[config.mk]
export PLATFORM = sky130hd
export DESIGN_NAME = snes_pad_reader
export DESIGN_NICKNAME = d
export VERILOG_FILES = /design/src/rtl/snes_pad_pkg.sv /design/src/rtl/snes_pad_reader.sv
export SDC_FILE = /design/constraint.sdc
export NUM_CORES = 1
export LEC_CHECK = 0
export CAP_MARGIN = 10
export CORE_UTILIZATION = 40
export DETAILED_ROUTE_END_ITERATION = 10
export MAX_ROUTING_LAYER = met4
export PLACE_DENSITY = 0.56
export SLEW_MARGIN = 15
export SYNTH_ARGS = -nofsm -noshare
export SYNTH_HDL_FRONTEND = slang
export SYNTH_SLANG_ARGS = --single-unit
[constraint.sdc]
create_clock -name clk -period 5.9 [get_ports clk]
set_input_delay 0.59 -clock clk [delete_from_list [all_inputs] [get_ports clk]]
set_output_delay 0.59 -clock clk [all_outputs]
set_load 0.01 [all_outputs]
[src/rtl/snes_pad_pkg.sv]
// Shared definitions for the SNES-style gamepad reader: button indices,
// protocol constants and the reader's state encoding.
package snes_pad_pkg;

  localparam int SNES_BITS = 16;
  localparam int NUM_BTNS  = 12;

  localparam int BTN_B      = 0;
  localparam int BTN_Y      = 1;
  localparam int BTN_SELECT = 2;
  localparam int BTN_START  = 3;
  localparam int BTN_UP     = 4;
  localparam int BTN_DOWN   = 5;
  localparam int BTN_LEFT   = 6;
  localparam int BTN_RIGHT  = 7;
  localparam int BTN_A      = 8;
  localparam int BTN_X      = 9;
  localparam int BTN_L      = 10;
  localparam int BTN_R      = 11;

  typedef enum logic [2:0] {
    ST_IDLE     = 3'd0,
    ST_LATCH    = 3'd1,
    ST_CLK_LOW  = 3'd2,
    ST_CLK_HIGH = 3'd3,
    ST_DONE     = 3'd4
  } snes_state_t;

  // A real pad always drives its four trailing bits high (released);
  // the board pull-down makes an empty port read all-zero.
  function automatic logic pad_present(input logic [SNES_BITS-1:0] raw);
    return (raw[SNES_BITS-1:SNES_BITS-4] == 4'b1111);
  endfunction

endpackage

[src/rtl/snes_pad_reader.sv]
// Once-per-frame SNES pad poller: latches the pad, shifts in 16 active-low
// bits, and publishes two-poll debounced active-high button levels.
module snes_pad_reader
  import snes_pad_pkg::*;
#(
  parameter int CLK_DIV = 150
) (
  input  logic                clk,
  input  logic                rst_n,
  input  logic                i_poll,
  input  logic                i_pad_data,
  output logic                o_pad_latch,
  output logic                o_pad_clk,
  output logic [NUM_BTNS-1:0] o_buttons,
  output logic                o_up,
  output logic                o_down,
  output logic                o_left,
  output logic                o_right,
  output logic                o_pause,
  output logic                o_restart,
  output logic                o_present,
  output logic                o_busy,
  output logic                o_valid
);

  localparam int CNT_W = (2 * CLK_DIV > 1) ? $clog2(2 * CLK_DIV) : 1;
  localparam logic [CNT_W-1:0] LATCH_LAST = CNT_W'(2 * CLK_DIV - 1);
  localparam logic [CNT_W-1:0] HALF_LAST  = CNT_W'(CLK_DIV - 1);

  snes_state_t            r_state;
  snes_state_t            w_state_next;
  logic [CNT_W-1:0]       r_cnt;
  logic [3:0]             r_idx;
  logic [SNES_BITS-1:0]   r_raw;
  logic [NUM_BTNS-1:0]    r_prev_cand;
  logic [NUM_BTNS-1:0]    r_buttons;
  logic                   r_present;
  logic                   r_poll_d;
  logic                   r_data_s1;
  logic                   r_data_s2;
  logic                   r_pad_latch;
  logic                   r_pad_clk;
  logic                   r_busy;
  logic                   r_valid;

  logic                   w_poll_edge;
  logic                   w_cnt_last;
  logic                   w_enter_done;
  logic                   w_present;
  logic [NUM_BTNS-1:0]    w_cand;
  logic                   w_latch;
  logic                   w_pclk;
  logic                   w_busy;
  logic                   w_valid;

  assign w_poll_edge  = i_poll & ~r_poll_d;
  assign w_cnt_last   = (r_state == ST_LATCH) ? (r_cnt == LATCH_LAST) : (r_cnt == HALF_LAST);
  assign w_enter_done = (r_state == ST_CLK_HIGH) && (w_state_next == ST_DONE);
  assign w_present    = pad_present(r_raw);
  assign w_cand       = ~r_raw[NUM_BTNS-1:0];

  // State register
  always_ff @(posedge clk) begin
    if (!rst_n) begin
      r_state <= ST_IDLE;
    end else begin
      r_state <= w_state_next;
    end
  end

  // Next-state logic; poll edges outside IDLE are dropped, not queued
  always_comb begin
    w_state_next = r_state;
    case (r_state)
      ST_IDLE:     w_state_next = w_poll_edge ? ST_LATCH : ST_IDLE;
      ST_LATCH:    w_state_next = w_cnt_last ? ST_CLK_LOW : ST_LATCH;
      ST_CLK_LOW:  w_state_next = w_cnt_last ? ST_CLK_HIGH : ST_CLK_LOW;
      ST_CLK_HIGH: begin
        if (w_cnt_last) begin
          w_state_next = (r_idx == 4'd15) ? ST_DONE : ST_CLK_LOW;
        end else begin
          w_state_next = ST_CLK_HIGH;
        end
      end
      ST_DONE:     w_state_next = ST_IDLE;
      default:     w_state_next = ST_IDLE;
    endcase
  end

  // Output decode from the next state so the pad lines come straight off flops
  always_comb begin
    w_latch = 1'b0;
    w_pclk  = 1'b1;
    w_busy  = 1'b1;
    w_valid = 1'b0;
    case (w_state_next)
      ST_IDLE:     w_busy  = 1'b0;
      ST_LATCH:    w_latch = 1'b1;
      ST_CLK_LOW:  w_pclk  = 1'b0;
      ST_CLK_HIGH: w_pclk  = 1'b1;
      ST_DONE:     w_valid = 1'b1;
      default:     w_busy  = 1'b0;
    endcase
  end

  // Registered protocol and status outputs
  always_ff @(posedge clk) begin
    if (!rst_n) begin
      r_pad_latch <= 1'b0;
      r_pad_clk   <= 1'b1;
      r_busy      <= 1'b0;
      r_valid     <= 1'b0;
    end else begin
      r_pad_latch <= w_latch;
      r_pad_clk   <= w_pclk;
      r_busy      <= w_busy;
      r_valid     <= w_valid;
    end
  end

  // Input conditioning, bit timing, shift register and debounce
  always_ff @(posedge clk) begin
    if (!rst_n) begin
      r_poll_d    <= 1'b0;
      r_data_s1   <= 1'b0;
      r_data_s2   <= 1'b0;
      r_cnt       <= '0;
      r_idx       <= 4'd0;
      r_raw       <= '0;
      r_prev_cand <= '0;
      r_buttons   <= '0;
      r_present   <= 1'b0;
    end else begin
      r_poll_d  <= i_poll;
      r_data_s1 <= i_pad_data;
      r_data_s2 <= r_data_s1;

      if ((r_state == ST_IDLE) || (r_state == ST_DONE) || (r_state != w_state_next)) begin
        r_cnt <= '0;
      end else begin
        r_cnt <= r_cnt + CNT_W'(1);
      end

      if (r_state == ST_LATCH) begin
        r_idx <= 4'd0;
      end else if ((r_state == ST_CLK_HIGH) && w_cnt_last) begin
        r_idx <= r_idx + 4'd1;
      end

      // Sample at the end of the low phase; the pad changes data on the rising edge
      if ((r_state == ST_CLK_LOW) && w_cnt_last) begin
        r_raw[r_idx] <= r_data_s2;
      end

      // Buttons commit only when two consecutive polls agree; loss of pad clears at once
      if (w_enter_done) begin
        r_present   <= w_present;
        r_prev_cand <= w_cand;
        if (!w_present) begin
          r_buttons <= '0;
        end else if (w_cand == r_prev_cand) begin
          r_buttons <= w_cand;
        end
      end
    end
  end

  assign o_pad_latch = r_pad_latch;
  assign o_pad_clk   = r_pad_clk;
  assign o_busy      = r_busy;
  assign o_valid     = r_valid;
  assign o_buttons   = r_buttons;
  assign o_present   = r_present;
  assign o_up        = r_buttons[BTN_UP];
  assign o_down      = r_buttons[BTN_DOWN];
  assign o_left      = r_buttons[BTN_LEFT];
  assign o_right     = r_buttons[BTN_RIGHT];
  assign o_pause     = r_buttons[BTN_START];
  assign o_restart   = r_buttons[BTN_SELECT];

endmodule
==> flow_summary.json, run 1 <==
{
  "status": "completed",
  "worst_pin_slew_ns": 1.14,
  "max-vdd-ir-drop_v": 0.000168,
  "clockBufferDepth": 2,
  "fin_skew_ns": 0.00880,
  "syn_inst": 311,
  "path_clk_slew_ns": 0.07,
  "area_delta_synth_final_pct": 15.0,
  "synth_nets": 320,
  "grt.overflow.total": 0,
  "hold_end": "r_data_s2",
  "hp-class": "reg2reg",
  "fin_ws_ns": 3.47,
  "avgViaCountPerCell": 5.03,
  "grt_start_max_net_pins": 39,
  "drive_gt1_share_pct": 9.42,
  "max-slew-margin-rel_pct": 24.0,
  "period_share_pct": 41.3,
  "fmax_ghz": 0.411,
  "post_synth.cell_area_avg_um2": 9.25,
  "crit_arrival_ns": 2.61,
  "slew_violations": 0,
  "ios": 27,
  "pre_cts_ws_ns": 3.12,
  "start_kind": "register",
  "tns_ns": 0,
  "r2r_end": "o_buttons[1]",
  "drc": 0,
  "final-setup-viol-count": 0,
  "layout_commonest_cell": "dfxtp_1",
  "nFillCells": 649,
  "hold_violations": 0,
  "drt_iter0_drc": 108,
  "vias": 2138,
  "setup.worst_path.class": "reg2reg",
  "grt_usage_pct": 17.6,
  "clock_latency_ns": 0.34,
  "cpMaxStageDelayCell": "nor2_1",
  "layout_min_cycle_time_ns": 2.43,
  "synth_area_leaders": "dfxtp_1 45%, mux2i_1 5.2%, nand2_1 5.1%, xnor2_1 4.9%, nor2_1 4.4%",
  "final_cell_mix": "64 x dfxtp_1, 39 x nand2_1, 34 x nor2_1",
  "cts-root-buf": "clkbuf_8",
  "synth.distinct_cells": 44,
  "syn_area_um2": 2880,
  "power_density_nw_per_um2": 239,
  "grt_pass1_vias": 1942,
  "numCtsBuffers": 9,
  "wirelength_mm": 5.81,
  "rsz0062_at_grt": "no",
  "firstDrtPassIters": 4,
  "yosysTopAreaCell": "dfxtp_1",
  "fp.dieW_um": 86.8,
  "detail-route-antenna-nets": 0,
  "htreeDepth": 3,
  "port_buffers": 26,
  "critical_path_required_ns": 6.08,
  "synth-seq-cells": 64,
  "p_leak_nw": 1.15,
  "die-area_um2": 7540,
  "clock_sinks": 64,
  "r2r_start": "r_idx[0]",
  "cts_tree": "built",
  "synth-seq-area-share_pct": 44.5,
  "hp-start": "r_data_s1",
  "path_max_fanout": 12,
  "rows": 30,
  "fp.dieH_um": 86.8,
  "end_kind": "register",
  "r2r_slack_ns": 3.47,
  "cpMostUsedCell": "nor2_1",
  "initial_utilization_pct": 41.9,
  "maxCapViolCount": 0,
  "hold_depth": 1,
  "ctsResizeCount": 0,
  "diodes": 0,
  "dp_hpwl_mm": 4.04,
  "synth_top_area_share_pct": 44.5,
  "grt_pass1_wl_mm": 9.67,
  "max_stage_delay_ns": 0.89,
  "avgRoutedWirePerCell_um": 13.7,
  "postCtsSetupRepairBufs": 0,
  "finalNetCount": 334,
  "cts_hold_buffers": 0,
  "antenna_found_initial": 0,
  "coreArea_um2": 6870,
  "worstPathCellList": "ha_1 -> nand4_1 -> nor2_1 -> nand2_2 -> nor2_1 -> o22ai_1",
  "ff2ff_path_depth": 6,
  "gp_congestion": 0.764,
  "synth_warnings": 0
}
per-layer routing:
metal / track usage [%] / up-vias / share of wire, % / routed length, um
li1: - / 1104 / - / -
met1: 24.0 / 999 / 53 / 3060
met2: 24.0 / 31 / 42 / 2470
met3: 6.10 / 4 / 4.0 / 234
met4: 6.36 / 0 / 0.93 / 54
met5: - / - / 0 / 0
synth_stat cells, drive strengths merged:
master	instances
dfxtp	64
nand2	40
nor2	34
nand3	22
xnor2	16
mux2i	15
buf	14
o22ai	12
a211oi	11
clkbuf	10
nand4	6
nor4	6
ha	5
inv	5
nor3	5
a21boi	4
a21oi	4
and2	4
nor2b	4
nand2b	3
nor4b	3
xor2	3
a31oi	2
and3	2
nand3b	2
nand4b	2
o21a	2
or2	2
or4	2
a21o	1
a22oi	1
nand4bb	1
o211a	1
o21ai	1
o31ai	1
or4b	1
where the power goes:
group	switching [mW]	internal, mW
registers	0.00328	0.435
logic	0.0122	0.00778
clock network	0.160	0.172
total	0.175	0.615
per-stage QoR:
step	cell area, um^2	total power, mW	util, %	cells	hold slack (ns)
finish	3310	0.790	48.2	425	0.448
global route	3310	0.823	48.2	425	0.468
CTS	3310	0.804	48.2	425	0.455
detailed placement	3140	0.469	45.7	410	0.436
global placement	3140	0.468	45.7	410	0.415
floorplan	2880	0.461	-	311	0.412
registers in the layout, summed over array words and instances, names as in the netlist:
| register | count |
|---|---|
| r_cnt | 9 |
| o_busy | 1 |
| o_present | 1 |
| o_pad_clk | 1 |
| r_raw | 16 |
| o_pad_latch | 1 |
| r_data_s1 | 1 |
| o_valid | 1 |
| r_state | 3 |
| r_prev_cand | 12 |
| r_idx | 4 |
| r_poll_d | 1 |
| r_data_s2 | 1 |
| o_buttons | 12 |
logic make-up (layout without fill, tap and decap cells):
family	Yosys count	count (layout)	share of synthesized area, %
multiplexers	15	15	5.22
flip-flops	64	64	44.5
AO/OA/AOI/OAI	40	40	11.7
buffers and inverters	29	47	5.13
XOR/XNOR	19	19	5.78
AND/OR/NAND/NOR	139	139	25.5
adder cells (fa/ha/maj)	5	5	2.17
area by class of cell:
class / count / area, um^2 / area share (%)
multi-input cells: 218 / 1450 / 43.8
clock inverters: 3 / 17.5 / 0.529
well taps: 96 / 120 / 3.63
repair buffers: 27 / 268 / 8.09
flip-flops and latches: 64 / 1280 / 38.7
clock buffers: 12 / 155 / 4.69
inverters: 5 / 18.8 / 0.567
how the worst max path moves through the flow:
stage / startpoint / slack, ns / endpoint
global route: r_idx[1] / 3.24 / o_buttons[1]
detailed placement: rst_n / 3.12 / o_buttons[0]
floorplan: r_idx[0] / 4.00 / o_buttons[11]
global placement: rst_n / 3.14 / o_buttons[0]
CTS: r_idx[0] / 3.47 / o_buttons[0]
finish: r_idx[0] / 3.47 / o_buttons[1]
critical path: cells and delay by family (launching register included):
kind	cells	cell delay (ns)
AND/OR/NAND/NOR	4	1.45
flip-flops	1	0.40
adder cells (fa/ha/maj)	1	0.30
AO/OA/AOI/OAI	1	0.13
Power figures use the tool's default switching activity.
==> run 2, diff against run 1 <==
==> constraint.sdc (replaced) <==
create_clock -name clk -period 2.45 [get_ports clk]
set_input_delay 0.245 -clock clk [delete_from_list [all_inputs] [get_ports clk]]
set_output_delay 0.245 -clock clk [all_outputs]
set_load 0.01 [all_outputs]
==> flow_summary.json, run 2 (synthesis gave the netlist of run 1 again) <==
{
  "status": "completed",
  "initial_utilization_pct": 41.9,
  "swShare_pct": 21.0,
  "rsz0062_at_grt": "no",
  "largest_register_ffs": 16,
  "crit_arrival_ns": 2.42,
  "fmax_ghz": 0.466,
  "hp-class": "reg2reg",
  "largest-register": "r_raw",
  "gp_congestion": 0.767,
  "hold_depth": 1,
  "max_stage_delay_ns": 0.66,
  "max-slew-margin-rel_pct": 50.4,
  "slew_violations": 0,
  "firstDrtPassIters": 4,
  "tns_ns": 0,
  "power_density_nw_per_um2": 620,
  "final-seq-area_um2": 1280,
  "fp.dieH_um": 86.8,
  "start_kind": "register",
  "postCtsSetupRepairBufs": 0,
  "ff2ff_path_depth": 6,
  "r2r_slack_ns": 0.30,
  "clockPowerShare_pct": 47.5,
  "path_clk_slew_ns": 0.07,
  "hold_end": "r_data_s2",
  "clock_latency_ns": 0.34,
  "coreArea_um2": 6870,
  "ios": 27,
  "detail-route-antenna-nets": 0,
  "path_max_fanout": 12,
  "fp.dieW_um": 86.8,
  "place_area_um2": 3190,
  "antenna_found_initial": 0,
  "area_delta_synth_final_pct": 18.5,
  "port_buffers": 26,
  "multi_input_area_um2": 1450,
  "hold_violations": 0,
  "cts-root-buf": "clkbuf_8",
  "switchingPower_mw": 0.445,
  "r2r_end": "o_buttons[0]",
  "htreeDepth": 3,
  "diodes": 0,
  "max-vdd-ir-drop_v": 0.000367,
  "clock_sinks": 64,
  "r2r_start": "r_idx[1]",
  "final-setup-viol-count": 0,
  "grt_start_max_net_pins": 30,
  "maxCapViolCount": 0,
  "drc": 0,
  "drive_gt1_share_pct": 11.6,
  "cts_tree": "built",
  "critical_path_required_ns": 2.72,
  "avgViaCountPerCell": 4.99,
  "ctsResizeCount": 0,
  "dp_hpwl_mm": 4.02,
  "cpMaxStageDelayCell": "or4_4",
  "internal-power_mw": 1.67,
  "grt_pass1_wl_mm": 9.89,
  "layout_commonest_cell": "dfxtp_1",
  "grt_usage_pct": 18.0,
  "p_leak_nw": 1.20,
  "vias": 2159,
  "period_share_pct": 87.6,
  "wirelength_mm": 5.75,
  "die-area_um2": 7540,
  "worstPathCellList": "ha_1 -> nand4_1 -> nor2_1 -> nand2_2 -> or4_4 -> o22ai_1",
  "end_kind": "register",
  "finalNetCount": 341,
  "pwr-share-comb_pct": 2.7,
  "nFillCells": 674,
  "grt_pass1_vias": 2006,
  "fin_skew_ns": 0.00649,
  "drt_iter0_drc": 105,
  "rows": 30,
  "pwr-share-seq_pct": 49.8,
  "worst_pin_slew_ns": 0.737,
  "setup.worst_path.class": "reg2reg",
  "avgRoutedWirePerCell_um": 13.3,
  "layout_min_cycle_time_ns": 2.15,
  "clockBufferDepth": 2,
  "numCtsBuffers": 9,
  "cts_hold_buffers": 0,
  "final_cell_mix": "64 x dfxtp_1, 39 x nand2_1, 34 x nor2_1",
  "grt.overflow.total": 0,
  "hp-start": "r_data_s1",
  "final_area_um2": 3410
}
## run 2: power groups by stage
stage | clock (mW) | combinational [mW] | sequential (mW)
2_1_floorplan | 0 | 0.0326 | 1.08
3_3_place_gp | 0 | 0.0588 | 1.08
3_5_place_dp | 0 | 0.0587 | 1.08
4_1_cts | 1.03 | 0.0588 | 1.05
5_1_grt | 1.09 | 0.0646 | 1.05
6_report | 1.00 | 0.0578 | 1.05
## run 2: area by class of cell
type                    count  share of cell area [%]
multi-input cells         218                    42.5
flip-flops and latches     64                    37.6
repair buffers             34                    9.39
clock buffers              11                    4.15
well taps                  96                    3.52
clock inverters             5                    2.35
inverters                   5                   0.550
## run 2: per-stage QoR
stage / power, mW / hold WS, ns / utilization (%) / setup slack (ns) / instances
6_report: 2.11 / 0.436 / 49.7 / 0.303 / 433
4_1_cts: 2.14 / 0.437 / 49.7 / 0.312 / 433
2_1_floorplan: 1.11 / 0.367 / - / 0.555 / 311
5_1_grt: 2.20 / 0.445 / 49.7 / 0.109 / 433
3_5_place_dp: 1.13 / 0.421 / 46.4 / 0.332 / 417
3_3_place_gp: 1.13 / 0.416 / 46.4 / 0.398 / 417
## run 2: how the worst max path moves through the flow
stage,endpoint,startpoint,slack (ns)
after floorplan,o_buttons[11],r_idx[0],0.55
after global placement,o_buttons[1],r_idx[0],0.40
after detailed placement,o_buttons[1],r_idx[1],0.33
after CTS,o_buttons[1],r_idx[1],0.31
after global routing,o_buttons[0],r_idx[0],0.11
final,o_buttons[0],r_idx[1],0.30
## run 2: worst max-delay path: cells and delay by family, from the launching register on
kind	cells	cell delay, ns
flops	1	0.40
simple gates	4	1.17
fa+ha+maj	1	0.30
compound gates	1	0.19
## run 2: routing by layer
metal,wire length [um],share of wire (%),vias to the layer above,global-route usage [%]
met5,0,0,-,-
met4,54,0.94,0,6.36
met3,181,3.1,5,6.19
met2,2520,44,23,24.1
met1,3000,52,1017,24.9
li1,-,-,1114,-
==> run 3, diff against run 2 <==
==> constraint.sdc (replaced) <==
create_clock -name clk -period 2.1 [get_ports clk]
set_input_delay 0.21 -clock clk [delete_from_list [all_inputs] [get_ports clk]]
set_output_delay 0.21 -clock clk [all_outputs]
set_load 0.01 [all_outputs]
==> flow_summary.json, run 3 (synthesis gave the netlist of run 1 again) <==
{
  "path_clk_slew_ns": 0.08,
  "clock_latency_ns": 0.35,
  "port_buffers": 26,
  "end_kind": "register",
  "start_kind": "register",
  "die-area_um2": 7540,
  "drt_iter0_drc": 90,
  "clockPowerShare_pct": 50.9,
  "detail-route-antenna-nets": 0,
  "initial_utilization_pct": 41.9,
  "avgRoutedWirePerCell_um": 13.8,
  "grt_pass1_wl_mm": 10.3,
  "grt_start_max_net_pins": 38,
  "hold_violations": 0,
  "largest_register_ffs": 16,
  "fp.dieH_um": 86.8,
  "vias": 2221,
  "max-slew-margin-rel_pct": 65.3,
  "ios": 27,
  "max-vdd-ir-drop_v": 0.000652,
  "cts_hold_buffers": 0,
  "worst_pin_slew_ns": 0.520,
  "tns_ns": 0,
  "avgViaCountPerCell": 4.98,
  "diodes": 0,
  "place_area_um2": 3320,
  "htreeDepth": 3,
  "grt_pass1_vias": 2108,
  "fmax_ghz": 0.501,
  "pwr-share-seq_pct": 46.5,
  "p_leak_nw": 1.30,
  "rsz0062_at_grt": "no",
  "clockBufferDepth": 2,
  "coreArea_um2": 6870,
  "cts_tree": "built",
  "internal-power_mw": 2.05,
  "final-setup-viol-count": 0,
  "grt.overflow.total": 0,
  "drc": 0,
  "dp_hpwl_mm": 4.18,
  "area_delta_synth_final_pct": 24.4,
  "layout_commonest_cell": "dfxtp_1",
  "final_area_um2": 3580,
  "fin_skew_ns": 0.00999,
  "rows": 30,
  "drive_gt1_share_pct": 15.1,
  "finalNetCount": 354,
  "hp-class": "in2reg",
  "worstPathCellList": "nand4bb_4 -> nor4_4 -> nand2_2 -> or4_4 -> o22ai_1",
  "cts-root-buf": "clkbuf_8",
  "largest-register": "r_raw",
  "gp_congestion": 0.841,
  "pwr-share-comb_pct": 2.6,
  "switchingPower_mw": 0.584,
  "slew_violations": 0,
  "fp.dieW_um": 86.8,
  "maxCapViolCount": 0,
  "clock_sinks": 64,
  "path_max_fanout": 12,
  "crit_arrival_ns": 2.28,
  "ctsResizeCount": 0,
  "p_total_mw": 2.63,
  "setup.worst_path.class": "reg2reg",
  "cpMaxStageDelayCell": "or4_4",
  "final_cell_mix": "64 x dfxtp_1, 39 x nand2_1, 34 x nor2_1",
  "grt_usage_pct": 18.8,
  "numCtsBuffers": 9,
  "swShare_pct": 22.2,
  "wirelength_mm": 6.16,
  "period_share_pct": 95.0,
  "status": "completed",
  "postCtsSetupRepairBufs": 0,
  "max_stage_delay_ns": 0.65,
  "firstDrtPassIters": 4,
  "antenna_found_initial": 0,
  "power_density_nw_per_um2": 736,
  "layout_min_cycle_time_ns": 2.00,
  "critical_path_required_ns": 2.39
}
## run 3: cell count changes in the layout (fill, tap and decap cells not counted), sizes merged
cell      delta
clkbuf       -2
clkinvlp     -2
inv          +3
bufinv       +1
buf         +13
## run 3: power groups by stage
stage                     sequential (mW)  combinational (mW)  clock (mW)
final                                1.23              0.0691        1.34
after global routing                 1.23              0.0759        1.44
after CTS                            1.22              0.0702        1.37
after detailed placement             1.25              0.0702           0
after global placement               1.25              0.0704           0
after floorplan                      1.26              0.0381           0
## run 3: final timing paths
path	startpoint	end	slack, ns	cells past startpoint
worst max-delay path	r_cnt[4]	o_buttons[0]	0.10	5
worst min-delay path	i_pad_data	r_data_s1	0.44	2
worst max register to register	r_cnt[4]	o_buttons[0]	0.10	5
worst min register to register	r_data_s1	r_data_s2	0.44	1
## run 3: metrics by stage
stage | cells | worst slack, ns | hold slack [ns] | utilization [%]
2_1_floorplan | 311 | 0.205 | 0.332 | -
3_3_place_gp | 430 | 0.176 | 0.425 | 48.4
3_5_place_dp | 430 | 0.123 | 0.422 | 48.4
4_1_cts | 446 | 0.108 | 0.428 | 52.0
5_1_grt | 446 | 0.0275 | 0.446 | 52.1
6_report | 446 | 0.105 | 0.438 | 52.1
## run 3: critical path, delay by kind of cell (launching register included)
family / cells / cell delay, ns
and+or+nand+nor: 4 / 1.26
AOI/OAI and AO/OA: 1 / 0.20
DFF: 1 / 0.47
## run 3: cell type report
type | instances | area [um^2]
Clock buffer | 9 | 124
Clock inverter | 7 | 125
Fill cell | 659 | 3290
Inverter | 5 | 18.8
Multi-Input combinational cell | 218 | 1460
Sequential cell | 64 | 1280
Tap cell | 96 | 120
Timing Repair Buffer | 47 | 455
## run 3: layer usage
layer,track usage [%],share of wire [%]
met1,24.6,53
met2,27.3,43
met3,4.86,2.8
met4,8.18,1.8
met5,-,0
